File: src/rtl/rv32i_pkg.sv
// Shared RV32I definitions: widths, the canonical NOP, and the fetch queue entry / fetch FSM types.
package rv32i_pkg;

  localparam int XLEN = 32;
  localparam int ILEN = 32;

  // addi x0, x0, 0
  localparam logic [ILEN-1:0] NOP_INSTR = 32'h0000_0013;

  typedef enum logic [1:0] {
    BOOT,
    RUN,
    FLUSH,
    HALT
  } ifu_state_e;

  typedef struct packed {
    logic [ILEN-1:0] instr;
    logic [XLEN-1:0] pc;
    logic            misalign;
  } fetch_entry_t;

endpackage

File: src/rtl/ifu_fifo.sv
// Fetch instruction queue: small synchronous FIFO of fetch entries.
// Flush wins over push/pop; an empty queue presents a NOP entry at PC 0.
module ifu_fifo
  import rv32i_pkg::*;
#(
  parameter int DEPTH = 2
) (
  input  logic                   clk,
  input  logic                   rst_n,
  input  logic                   flush,
  input  logic                   push,
  input  fetch_entry_t           push_data,
  input  logic                   pop,
  output fetch_entry_t           head,
  output logic [$clog2(DEPTH):0] count,
  output logic                   empty,
  output logic                   full
);

  localparam int AW = $clog2(DEPTH);
  localparam int CW = AW + 1;

  fetch_entry_t  mem [DEPTH];
  logic [AW-1:0] wr_ptr_q;
  logic [AW-1:0] rd_ptr_q;
  logic [CW-1:0] count_q;
  logic          do_push;
  logic          do_pop;

  assign empty   = (count_q == '0);
  assign full    = (count_q == CW'(DEPTH));
  assign count   = count_q;
  assign do_pop  = pop & ~empty;
  assign do_push = push & (~full | do_pop);

  always_ff @(posedge clk or negedge rst_n) begin
    if (!rst_n) begin
      wr_ptr_q <= '0;
      rd_ptr_q <= '0;
      count_q  <= '0;
    end else if (flush) begin
      wr_ptr_q <= '0;
      rd_ptr_q <= '0;
      count_q  <= '0;
    end else begin
      if (do_push) wr_ptr_q <= wr_ptr_q + AW'(1);
      if (do_pop)  rd_ptr_q <= rd_ptr_q + AW'(1);
      count_q <= count_q + CW'(do_push) - CW'(do_pop);
    end
  end

  // Storage needs no reset: entries are only visible once counted in
  always_ff @(posedge clk) begin
    if (do_push && !flush) mem[wr_ptr_q] <= push_data;
  end

  always_comb begin
    head = '{instr: NOP_INSTR, pc: '0, misalign: 1'b0};
    if (!empty) head = mem[rd_ptr_q];
  end

endmodule

File: src/rtl/ifu_fetch.sv
// RV32I fetch unit: PC, credit-limited in-order imem requests, redirect flush with stale-response dropping.
// Optional IFU_MISALIGN_TRAP_EN turns misaligned redirects into a single trap entry and halts fetch.
module ifu_fetch
  import rv32i_pkg::*;
#(
  parameter logic [XLEN-1:0] RESET_PC   = 32'h0000_0000,
  parameter int              FIFO_DEPTH = 2
) (
  input  logic            clk,
  input  logic            rst_n,
  output logic            imem_req_valid,
  input  logic            imem_req_ready,
  output logic [XLEN-1:0] imem_req_addr,
  input  logic            imem_rsp_valid,
  input  logic [ILEN-1:0] imem_rsp_data,
  input  logic            redirect_valid,
  input  logic [XLEN-1:0] redirect_pc,
  output logic            id_valid,
  input  logic            id_ready,
  output logic [ILEN-1:0] id_instr,
  output logic [XLEN-1:0] id_pc,
  output logic            id_misalign
);

  localparam int CW = $clog2(FIFO_DEPTH) + 1;

  ifu_state_e      state_q, state_d;
  logic [XLEN-1:0] fetch_pc_q, rsp_pc_q, redirect_target;
  logic [CW-1:0]   outstanding_q, drop_cnt_q, drop_cnt_d, rsp_dec, fifo_count;
  logic [CW:0]     credit_used;
  logic            fifo_empty, fifo_full;
  logic            req_fire, rsp_push, trap_push, push, pop, redirect_misalign;
  fetch_entry_t    push_entry, head;

  assign redirect_target = redirect_pc & 32'hFFFF_FFFC;
  assign rsp_dec         = CW'(imem_rsp_valid);
  assign credit_used     = {1'b0, fifo_count} + {1'b0, outstanding_q};

  assign imem_req_valid = ((state_q == RUN) || (state_q == FLUSH)) && !redirect_valid &&
                          !fifo_full && (credit_used < (CW+1)'(FIFO_DEPTH));
  assign imem_req_addr  = fetch_pc_q;
  assign req_fire       = imem_req_valid & imem_req_ready;

  assign rsp_push = imem_rsp_valid & (drop_cnt_q == '0) & ~redirect_valid;
  assign push     = rsp_push | trap_push;
  assign pop      = id_valid & id_ready;

`ifdef IFU_MISALIGN_TRAP_EN
  logic            trap_pending_q;
  logic [XLEN-1:0] trap_pc_q;

  assign redirect_misalign = redirect_valid & (redirect_pc[1:0] != 2'b00);
  assign trap_push         = trap_pending_q & ~redirect_valid;
  assign push_entry        = trap_push ? '{instr: NOP_INSTR, pc: trap_pc_q, misalign: 1'b1}
                                       : '{instr: imem_rsp_data, pc: rsp_pc_q, misalign: 1'b0};

  // Trap entry is enqueued the cycle after the redirect, once the flush has cleared the queue
  always_ff @(posedge clk or negedge rst_n) begin
    if (!rst_n) begin
      trap_pending_q <= 1'b0;
      trap_pc_q      <= '0;
    end else if (redirect_valid) begin
      trap_pending_q <= redirect_misalign;
      trap_pc_q      <= redirect_pc;
    end else if (trap_pending_q) begin
      trap_pending_q <= 1'b0;
    end
  end
`else
  assign redirect_misalign = 1'b0;
  assign trap_push         = 1'b0;
  assign push_entry        = '{instr: imem_rsp_data, pc: rsp_pc_q, misalign: 1'b0};
`endif

  ifu_fifo #(.DEPTH(FIFO_DEPTH)) u_fifo (
    .clk       (clk),
    .rst_n     (rst_n),
    .flush     (redirect_valid),
    .push      (push),
    .push_data (push_entry),
    .pop       (pop),
    .head      (head),
    .count     (fifo_count),
    .empty     (fifo_empty),
    .full      (fifo_full)
  );

  assign id_valid    = ~fifo_empty;
  assign id_instr    = head.instr;
  assign id_pc       = head.pc;
  assign id_misalign = head.misalign;

  // A redirect's own same-cycle response is already counted out of drop_cnt
  always_comb begin
    state_d    = state_q;
    drop_cnt_d = drop_cnt_q;
    if (redirect_valid) begin
      drop_cnt_d = outstanding_q - rsp_dec;
      if (redirect_misalign)        state_d = HALT;
      else if (drop_cnt_d != '0)    state_d = FLUSH;
      else                          state_d = RUN;
    end else begin
      if (imem_rsp_valid && (drop_cnt_q != '0)) drop_cnt_d = drop_cnt_q - CW'(1);
      case (state_q)
        BOOT:    state_d = RUN;
        FLUSH:   if (drop_cnt_d == '0) state_d = RUN;
        default: state_d = state_q;
      endcase
    end
  end

  always_ff @(posedge clk or negedge rst_n) begin
    if (!rst_n) begin
      state_q       <= BOOT;
      fetch_pc_q    <= RESET_PC;
      rsp_pc_q      <= RESET_PC;
      outstanding_q <= '0;
      drop_cnt_q    <= '0;
    end else begin
      state_q       <= state_d;
      drop_cnt_q    <= drop_cnt_d;
      outstanding_q <= outstanding_q + CW'(req_fire) - rsp_dec;
      if (redirect_valid) begin
        fetch_pc_q <= redirect_target;
        rsp_pc_q   <= redirect_target;
      end else begin
        if (req_fire) fetch_pc_q <= fetch_pc_q + 32'd4;
        if (rsp_push) rsp_pc_q   <= rsp_pc_q + 32'd4;
      end
    end
  end

endmodule

File: config.mk
export PLATFORM = sky130hd
export DESIGN_NAME = ifu_fetch
export DESIGN_NICKNAME = d
export VERILOG_FILES = /design/src/rtl/rv32i_pkg.sv /design/src/rtl/ifu_fifo.sv /design/src/rtl/ifu_fetch.sv
export SDC_FILE = /design/constraint.sdc
export NUM_CORES = 1
export LEC_CHECK = 0
export CORE_ASPECT_RATIO = 1.1
export CORE_MARGIN = 8
export CORE_UTILIZATION = 30
export DETAILED_ROUTE_END_ITERATION = 6
export PLACE_DENSITY_LB_ADDON = 0.05
export SETUP_SLACK_MARGIN = 0.5
export SLEW_MARGIN = 10
export SYNTH_ARGS = -nofsm -noshare
export SYNTH_HDL_FRONTEND = slang
export SYNTH_SLANG_ARGS = --single-unit
File: constraint.sdc
create_clock -name clk -period 7.9 [get_ports clk]
set_input_delay 0.79 -clock clk [delete_from_list [all_inputs] [get_ports clk]]
set_output_delay 0.79 -clock clk [all_outputs]
set_load 0.03 [all_outputs]
=== Word level (Yosys, flattened, before mapping) ===
Memory sizes are Yosys's and may differ from the RTL's.
Cells that the tools add are included.

* Register bits after elaboration: 74
* Bits in writable memories: 128
* Output and inout bits: 99
* Word-level logic and storage cells: 74
* Memories: 1

{| class="wikitable"
|+ Memories
! memory !! depth !! bits a word !! rd ports !! clocked after Yosys merged registers in !! wr ports !! RTL line !! text
|-
| u_fifo.mem || 2 || 64 || 1 || 0 || 1 || ifu_fifo.sv:23 || <nowiki>fetch_entry_t mem [DEPTH];</nowiki>
|}

* $add $sub $neg: 11
* Order comparisons: 1
* Eq/ne operators: 4
* Muxes and demuxes: 19
* Bitwise gates (word level): 10
* Reductions and logical operators: 20

{| class="wikitable"
|+ Operators by type and width
! operator !! count
|-
| 2-to-1 mux 32 bit || 4
|-
| 2-to-1 mux 65 bit || 1
|-
| adder 32 x 3 -> 32 bit, second input constant || 2
|-
| 2-to-1 mux 2 bit || 7
|-
| nonzero test 2 bit || 6
|-
| zero test 2 bit || 4
|-
| AND 1 bit || 6
|-
| 2-to-1 mux 1 bit || 6
|-
| subtractor 2 x 1 -> 2 bit || 3
|-
| logical AND 1 bit || 5
|-
| adder 2 x 1 -> 2 bit || 2
|-
| equality test 2 bit, second input constant || 2
|-
| one-hot mux 2 bit (2 select lines) || 1
|-
| adder 2 x 2 -> 3 bit || 1
|-
| < comparator 3 x 2 -> 1 bit, second input constant || 1
|-
| inequality test 3 x 2 -> 1 bit, second input constant || 1
|-
| inverter 1 bit || 3
|-
| nonzero test 3 bit || 1
|-
| adder 1 bit, second input constant || 2
|-
| equality test 2 x 1 -> 1 bit, second input constant || 1
|-
| zero test 1 bit || 2
|-
| AND reduction 2 bit || 1
|-
| subtractor 2 x 1 -> 2 bit, second input constant || 1
|-
| logical OR 1 bit || 1
|-
| bitwise OR 1 bit || 1
|}

=== Logic depth before layout (Yosys ltp) ===
Gate-level depths: netlist of run 1.

* Depth after elaboration: 9
* Gate-level depth with buffers: 12
* Mapped depth without buffers: 11

=== Modules after synthesis ===
From an unflattened synthesis of run 1, not the netlist that was laid out.

* Cell total of the unflattened synthesis: 736
* Area total of the unflattened synthesis: 9,006.1 µm²

{| class="wikitable"
|+ Modules (own cells, without submodules)
! module !! times used !! cells each !! area an instance (µm²) !! sequential area each (µm²)
|-
| ifu_fifo || 1 || 301 || 5,165.0 || 4,003.8
|-
| ifu_fetch || 1 || 435 || 3,841.2 || 1,651.6
|}

=== Least setup slack after synthesis of run 1 ===
OpenSTA, ideal clock, no wires.

* Path type: input port to flip-flop
* Start point: input redirect_valid
* End point: memory u_fifo.mem[0][10] (netlist name), enable pin
* Setup time: 637 ps
* Arrival: 6,986 ps
* Required time: 7,263 ps
* Path slack: 277 ps
* Stages on the path: 2
* Path buffers: 1
* Cell sequence: clkbuf_1 -> nor4_1

* Longest elaborated chain between the ends: 6
* Elaborated cells between the ends (all ways): 7

{| class="wikitable"
|+ Ends and longest elaborated chain
! what !! RTL line !! text
|-
| start, declared || ifu_fetch.sv:16 || <nowiki>input logic redirect_valid,</nowiki>
|-
| inverter 1 bit || ifu_fetch.sv:44 || <nowiki>assign rsp_push = imem_rsp_valid & (drop_cnt_q == '0) & ~redirect_valid;</nowiki>
|-
| AND 1 bit || ifu_fetch.sv:44 ||
|-
| AND 1 bit || ifu_fifo.sv:34 || <nowiki>assign do_push = push & (~full | do_pop);</nowiki>
|-
| logical AND 1 bit (*) || ifu_fifo.sv:54 || <nowiki>if (do_push && !flush) mem[wr_ptr_q] <= push_data;</nowiki>
|-
| 2-to-1 mux 1 bit (*) || ifu_fifo.sv:54 ||
|-
| 2-to-1 mux 1 bit (implied by the code) (*) || ifu_fifo.sv:54 ||
|-
| end, declared || ifu_fifo.sv:23 ||
|}

Every way passes the cells marked *; elsewhere a longest branch is shown, timed or not.

=== Worst setup path in the final report of run 1 ===
* Start point: register u_fifo.rd_ptr_q
* End point: output id_pc[20]

* Longest elaborated chain between the ends: 2

{| class="wikitable"
|+ Ends and longest elaborated chain
! what !! RTL line !! text
|-
| start, declared || ifu_fifo.sv:25 || <nowiki>logic [AW-1:0] rd_ptr_q;</nowiki>
|-
| start signal, assigned || ifu_fifo.sv:47 || <nowiki>if (do_pop) rd_ptr_q <= rd_ptr_q + AW'(1);</nowiki>
|-
| memory (2 x 64 bit) || n/a ||
|-
| 2-to-1 mux 65 bit || ifu_fifo.sv:59 || <nowiki>if (!empty) head = mem[rd_ptr_q];</nowiki>
|-
| end, declared || ifu_fetch.sv:21 || <nowiki>output logic [XLEN-1:0] id_pc,</nowiki>
|}

No other way between the ends.

==> impl_summary.md, run 1 <==
Synthesis
Yosys printed 0 warnings. The share of synthesized flip-flops with an asynchronous set or reset is a little over a third. In the post-synthesis netlist, the biggest area contributors are edfxtp_1 (43%), dfrtp_1 (20%), mux2i_1 (7.4%). The library cell with the largest summed area after synthesis is edfxtp_1. The mux share of post-synthesis cell area is about 9%. The number of enable-type register cells in the synthesized netlist is approximately 120. Of the total synthesized cell area, the portion taken by XOR and XNOR cells is 3.90%. The sequential-to-total area share from yosys stat is a little over three fifths. After Yosys synthesis, full adders, half adders and majority gates account for between 1.5 and 2% of the synthesized area. Synthesis handed over a netlist of roughly 700 instances. The largest family of logic cells by synthesized area is simple AND/OR/NAND/NOR gates.

The synthesized netlist devotes 15.0% of its cell area to simple gates. The complex-gate fraction of the synthesized area is under 10%. The share of the synthesized area in the top cell type is a little over two fifths. The number of distinct library cell variants in the gate-level netlist after synthesis is 55.

The mapped netlist covers around 0.0088 mm^2. The average instance in the mapped netlist occupies 12.6 um^2. After synthesis the netlist holds a flip-flop and latch count of 194. The main flop type after synthesis is edfxtp_1.

CTS
Clock tree synthesis found a total of 194 sinks. The clock tree synthesis step divided the H-tree into 4 levels. Buffers inserted during clock tree synthesis total 17. The clock root buffer master is clkbuf_16. The total of cells resized after clock tree synthesis is 0. After clock tree synthesis, the clock-pin slew on the worst setup and hold paths is roughly 70 ps.

Post-CTS timing repair inserted 0 buffers for setup. Hold repair after CTS inserted 0 buffers. Counting along the longest clock path gives a buffer depth of 2. The TritonCTS clock tree is yes. The source-to-sink clock delay at the later pin of the worst-skew pair is 430 ps.

Power
The switching power of the nets is 1.24 mW. The power density over cell area is approximately 300 mW/mm^2. Of the total power, the clock network draws 23.8%.

The analysis attributes to cell leakage a power of 3.95 nW. The register share of total power is between 30% and 40%. Net switching is between 30% and 40% of the power. Across the VDD grid, the largest voltage drop is 0.128 mV.

Power comes to roughly 3.4 mW. The part of the total power dissipated in combinational logic is ~37%. Cell internal power was estimated by the tool at between 2 and 2.5 mW.

Placed design
During placement, the flow inserted port buffers numbering 161. The total instance count after detailed placement is about 1,200. The final estimated routing congestion in global placement is between 0.7 and 0.8. The half-perimeter wire length after detailed placement is between 10,000 and 15,000 um.

Route
The routed via count is 5,903. The final routed DRC violation total is 0. After detailed routing, the met2 layer carries between 9000 and 10,000 um of wire.

The detailed-router iteration count before antenna repair is 4. The remaining antenna violation count is 0. The total met3 wirelength after detailed routing is roughly 1600 um. After detailed routing, the average wire length per cell comes to roughly 18 um. The routed via count divided by cell count is ~4.8. The highest routing layer actually used is met4.

The final wirelength is 21,800 um. The first-iteration detailed-routing DRC count is 254. The length of routed wiring on met1 is between 9000 and 10,000 um.

STA
At the pin with the least slew margin, the transition time is 968 ps. The final count of pins violating max slew is 0. The highest attainable clock frequency is ~270 MHz. Setup violations remaining at the end of the flow were counted as 0. The post-route minimum period is 3710 ps.

The count of endpoints failing hold in the final timing report is 0. Setup repair after global routing left no endpoint under its margin. The fraction of the cycle the final worst path needs is a little under half. Across the routed clock network, the largest skew measured is between 15 and 20 ps. Summed over all failing endpoints, the final setup total negative slack is 0 ps.

The normalized max-slew margin is roughly 35%.

Floorplanning
The die area is between 0.03 and 0.04 mm^2. In this run the standard cell core region covers 0.0287 mm^2. between 150 and 200 I/O pins were placed. The die boundary height is just under 200 um.

Once the floorplan was initialized, standard cells occupied a little under a third of the core. Measured along the x axis, the die boundary spans 179 um. The floorplan has 65 rows.

Setup path
At the worst endpoint, the required time is a little over 7000 ps. STA classifies the critical path startpoint as a flop. The critical path start-end classification is reg -> out. For the worst setup path, the data arrival time is 2920 ps.

Along the worst path, the maximum fanout reaches 34. The worst setup path is captured at a primary output.

Layout
Of the cells placed in the final design, the portion with a size suffix greater than 1 is between 8 and 9%. The repair_antennas step left the layout with diodes totalling 0. From synthesis to final layout, the design area changed by 29.2%. The net count of the finished layout is roughly 940. The final cell count without fillers is between 1,000 and 1,500.

GRT
The initial antenna violation count is 0. The global-route usage over all layers is between 10 and 15%. The first-pass GRT wire length is approximately 34,000 um. The pin count of the biggest net entering global routing is 71.

The number of global-route vias before repair is between 6,000 and 7,000. After global routing the overflow that remains totals 0.

Worst hold path
The kind of path behind the tightest hold check is reg -> reg.

Status
The run finished with clean final reports.

Run
The tool flagged a number of max-cap violations equal to 0.
## layout make-up
class,instances,area [um^2]
Fill cell,2736,17400
Sequential cell,194,5480
Multi-Input combinational cell,455,3090
Timing Repair Buffer,169,1660
Clock buffer,23,498
Tap cell,368,460
Inverter,19,71.3
Clock inverter,9,50.0
## routing by layer
metal | up-vias | global-route usage (%)
met5 | - | 0
met4 | 0 | 3.77
met3 | 14 | 3.53
met2 | 163 | 19.3
met1 | 2878 | 17.1
li1 | 2848 | -
## through the flow
stage | instance area (um^2) | setup slack (ps) | util [%] | hold slack, ps
after global routing | 11300 | 4020 | 39.4 | 542
final | 11300 | 4190 | 39.4 | 514
after CTS | 11300 | 4080 | 39.4 | 516
after global placement | 10800 | 4400 | 37.5 | 484
after detailed placement | 10800 | 4380 | 37.5 | 499
after floorplan | 8770 | 2890 | - | 457
## layout by cell type (no fill, tap or decap), types with 5 or more instances in the layout
| master | instances |
|---|---|
| xor2_1 | 12 |
| nand3_1 | 31 |
| o31a_1 | 5 |
| clkinv_2 | 5 |
| xnor2_1 | 27 |
| clkbuf_8 | 5 |
| buf_4 | 8 |
| clkbuf_16 | 17 |
| o21ai_0 | 24 |
| nand4_1 | 18 |
| conb_1 | 5 |
| nor2_1 | 82 |
| a21oi_1 | 7 |
| and2_1 | 8 |
| inv_1 | 18 |
| mux2i_1 | 65 |
| clkdlybuf4s50_1 | 159 |
| nand2_1 | 51 |
| dfrtp_1 | 69 |
| and3_1 | 9 |
| nor3_1 | 8 |
| o211ai_1 | 18 |
| ha_1 | 9 |
| edfxtp_1 | 124 |
| mux2_2 | 12 |
## critical path, cell delays in order, from the launching register on
cell,delay [ps]
dfrtp_4,770
buf_4,610
mux2i_1,150
nor2_1,190
clkdlybuf4s50_1,720
## state kept, by name, indices dropped and copies added (netlist names)
| name | cells |
|---|---|
| u_fifo.count | 2 |
| u_fifo.mem | 124 |
| state_q | 2 |
| imem_req_addr | 30 |
| u_fifo.wr_ptr_q | 1 |
| rsp_pc_q | 30 |
| outstanding_q | 2 |
| u_fifo.rd_ptr_q | 1 |
| drop_cnt_q | 2 |
## kinds of logic (layout without fill, tap and decap cells)
group,Yosys count,in the layout
AO/OA/AOI/OAI,73,73
XOR/XNOR,39,39
adder cells (fa/ha/maj),10,10
buffers and inverters,52,220
flip-flops,194,194
multiplexers,77,77
other,1,5
AND/OR/NAND/NOR,251,251
## Yosys cell counts, drive strengths merged, types with 16 or more instances
cell type,n
edfxtp,124
mux2i,65
nand3,32
buf,16
o211ai,18
xnor2,27
nor2,84
clkbuf,17
inv,18
dfrtp,70
nand2,53
nand4,21
o21ai,28
## final timing paths
kind | start | to | slack (ps) | cells past startpoint
worst max-delay path | u_fifo.rd_ptr_q$_DFFE_PN0P_ | id_pc[20] | 4190 | 4
worst min-delay path | outstanding_q[0]$_DFF_PN0_ | outstanding_q[0]$_DFF_PN0_ | 510 | 1
worst max register to register | u_fifo.count[0]$_DFF_PN0_ | outstanding_q[1]$_DFF_PN0_ | 4690 | 12
worst min register to register | outstanding_q[0]$_DFF_PN0_ | outstanding_q[0]$_DFF_PN0_ | 510 | 1
max in group asynchronous | rst_n | u_fifo.rd_ptr_q$_DFFE_PN0P_ | 6620 | 2
min in group asynchronous | rst_n | state_q[1]$_DFFE_PN0P_ | 580 | 2
## power groups by stage
stage               sequential, mW  combinational, mW  clock (mW)
detailed placement            1.36               1.26           0
global route                  1.36               1.34       0.878
finish                        1.33               1.24       0.806
CTS                           1.34               1.27       0.839
global placement              1.35               1.25           0
floorplan                     1.35              0.753           0
No activity file was read; power rests on OpenSTA's default activity.
==> run 2: changes to the inputs <==
==> constraint.sdc (replaced) <==
create_clock -name clk -period 3 [get_ports clk]
set_input_delay 0.3 -clock clk [delete_from_list [all_inputs] [get_ports clk]]
set_output_delay 0.3 -clock clk [all_outputs]
set_load 0.03 [all_outputs]
==> impl_summary.md, run 2 (synthesis results as in run 1) <==
Power
The total power consumption of the routed design is slightly above 9 mW. In this run, the clock network consumes between 20% and 30% of the power. The worst-case IR drop observed on VDD is approximately 0.38 mV. In this run the power spent charging and discharging nets is 3.39 mW. The leakage power summed over all cells is between 4 and 5 nW.

The internal power summed over all cells is 5.76 mW. The register share of total power is between 30% and 40%. Net switching is a little under two fifths of the power. In this run the power density over the cells is 788 mW/mm^2. Of the total power, combinational logic draws approximately two fifths.

STA
Setup repair after global routing could not meet its margin everywhere. Measured against its own limit, the worst slew margin works out to 57.5%. The final count of pins violating max slew is 0.

The final critical path takes up 80.6% of the cycle. The highest attainable clock frequency is 413 MHz. The clock tree skew after final layout is 12.3 ps.

Setup violations remaining at the end of the flow were counted as 0. The count of endpoints failing hold in the final timing report is 0. Setup slack closes at between 500 and 600 ps. For the pin with the worst max-slew slack, the measured transition is between 600 and 700 ps.

After routing, the total negative slack on setup checks comes to 0 ps. The post-route minimum period is 2420 ps.

Setup path
In this run the register-to-register setup slack is 650 ps. The cell with the largest stage delay on the worst path is clkdlybuf4s50_1. Of all nets on the critical path, the largest fanout is 23.

The critical path is of the reg -> out type. The arrival time at the worst endpoint is roughly 2100 ps. STA classifies the critical path endpoint as a primary output. For this run, the slowest stage of the critical path takes between 600 and 700 ps. The critical path goes through buf_12 -> mux2i_1 -> nor2_1 -> clkdlybuf4s50_1. For the worst flop-to-flop path, the logic depth is 11. Data on the critical path is required at its endpoint by 2700 ps. STA classifies the critical path startpoint as a flop.

Floorplanning
The top-level port count is around 170. From left edge to right edge, the die measures 179 um. The effective utilization at floorplan is about 30%.

Measured along the y axis, the die boundary spans just under 200 um. The die area is approximately 0.035 mm^2. The initialized floorplan defines 65 standard-cell rows. In this run the standard cell core region covers approximately 0.029 mm^2.

Layout
Leaving out fill and tap cells, the most frequent cell in the layout is edfxtp_1. The synthesis-to-finish area growth is 32.8%. In the final layout, the share of cells above drive strength 1 is around 11%.

Across the whole layout, storage elements account for between 0.005 and 0.006 mm^2. The number of antenna diodes in the final layout is 0. The area used by multi-input combinational logic is ~0.0031 mm^2. Counting flops per register, the top entry is u_fifo.mem. The flip-flop count of the largest register, all copies and words added is about 120. After routing the design area is roughly 0.012 mm^2.

The final-layout fill cell count is approximately 2,800. In the layout the commonest cells are edfxtp_1 (124), clkdlybuf4s50_1 (103), nor2_1 (80). The net count of the finished layout is 948.

Route
The remaining antenna violation count is 0. In this run, the number of DRC markers left after iteration 0 of detailed routing was 206. For this run, design rule violations remaining after detail routing come to 0. The final wirelength is approximately 23,000 um. The detailed-router iteration count before antenna repair is 5. The routed via count is slightly below 6,000.

After detailed routing, the average wire length per cell comes to 18.3 um. Dividing the detail-routed via count by the number of cells gives between 4 and 5.

CTS
The clock drives 194 sinks. The TritonCTS clock tree is yes. Clock-pin slew was measured on the worst setup and hold paths at around 60 ps. The clock reaches the later pin of the worst-skew pair after ~430 ps. The buffer levels on the longest clock path is 2. The H-tree generated during clock tree synthesis spans 4 levels.

The tree is rooted in a clkbuf_16. Buffers inserted during clock tree synthesis total 17.

GRT
Summed over all layers, the global routing overflow is 0. The first-pass GRT wire length is between 30,000 and 40,000 um. The initial antenna violation count was 0. The global-route usage over all layers is between 10% and 20%. Entering global routing, the biggest net connects 63 pins. The number of global-route vias before repair came to ~6,400.

Placed design
The cell area reported after detailed placement is 0.0109 mm^2. The half-perimeter wire length after detailed placement is 15,600 um. The minimum setup slack after placement is 295 ps. The count of buffers added on input and output ports is 161.

At the end of routability-driven placement, the weighted congestion stood at slightly below 0.8.

Worst hold path
The kind of path behind the tightest hold check is in -> reg. The worst hold path depth is 2.

Status
The flow ran to the end, and the final reports show no timing, DRC or antenna violations.

Run
Across the run, the number of max-cap violations was 0.
run 2: layer usage:
| layer | routed length [um] | track usage [%] |
|---|---|---|
| met1 | 10700 | 17.1 |
| met2 | 10500 | 20.8 |
| met3 | 1520 | 4.09 |
| met4 | 180 | 3.65 |
| met5 | 0 | 0 |
run 2: area by class of cell:
class / count / share of cell area (%)
inverter: 19 / 0.614
sequential: 194 / 47.1
clock buffer: 20 / 3.93
tap: 368 / 3.96
timing repair buffer: 181 / 16.5
clock inverter: 12 / 0.904
multi-input combinational: 455 / 26.9
run 2: path summary, 6_finish.rpt:
kind / start / endpoint
worst max-delay path: u_fifo.rd_ptr_q$_DFFE_PN0P_ / id_instr[14]
worst min-delay path: redirect_valid / u_fifo.rd_ptr_q$_DFFE_PN0P_
worst max register to register: u_fifo.count[0]$_DFF_PN0_ / outstanding_q[1]$_DFF_PN0_
worst min register to register: state_q[0]$_DFFE_PN0P_ / state_q[0]$_DFFE_PN0P_
max in group asynchronous: rst_n / rsp_pc_q[30]$_DFFE_PN0N_
min in group asynchronous: rst_n / state_q[1]$_DFFE_PN0P_
run 2: through the flow:
| stage | hold slack [ps] | utilization (%) | cells |
|---|---|---|---|
| 6_report | 149 | 40.5 | 1249 |
| 4_1_cts | 133 | 40.0 | 1247 |
| 3_3_place_gp | 387 | 37.8 | 1210 |
| 2_1_floorplan | 4.41 | - | 701 |
| 3_5_place_dp | 390 | 37.8 | 1210 |
| 5_1_grt | 139 | 40.5 | 1249 |
run 2: critical path: cells and delay by family (launching register included):
kind / cells / cell delay (ps)
flops: 1 / 580
buf+inv: 2 / 890
mux: 1 / 130
simple gates: 1 / 80
run 2: power groups by stage:
stage | Clock, mW | Combinational [mW] | Sequential, mW
after floorplan | 0 | 2.01 | 3.55
after global placement | 0 | 3.42 | 3.53
after detailed placement | 0 | 3.46 | 3.55
after CTS | 2.27 | 3.53 | 3.46
after global routing | 2.37 | 3.80 | 3.51
final | 2.19 | 3.51 | 3.46
run 2: repair_timing:
item,4_1_cts,5_1_grt
buffers inserted,4,1
hold buffers,1,0
gates resized for setup,36,36
pin swaps,2,4
endpoints found under the setup margin,89,51
cloned,0,1
hold endpoints to repair,70,0
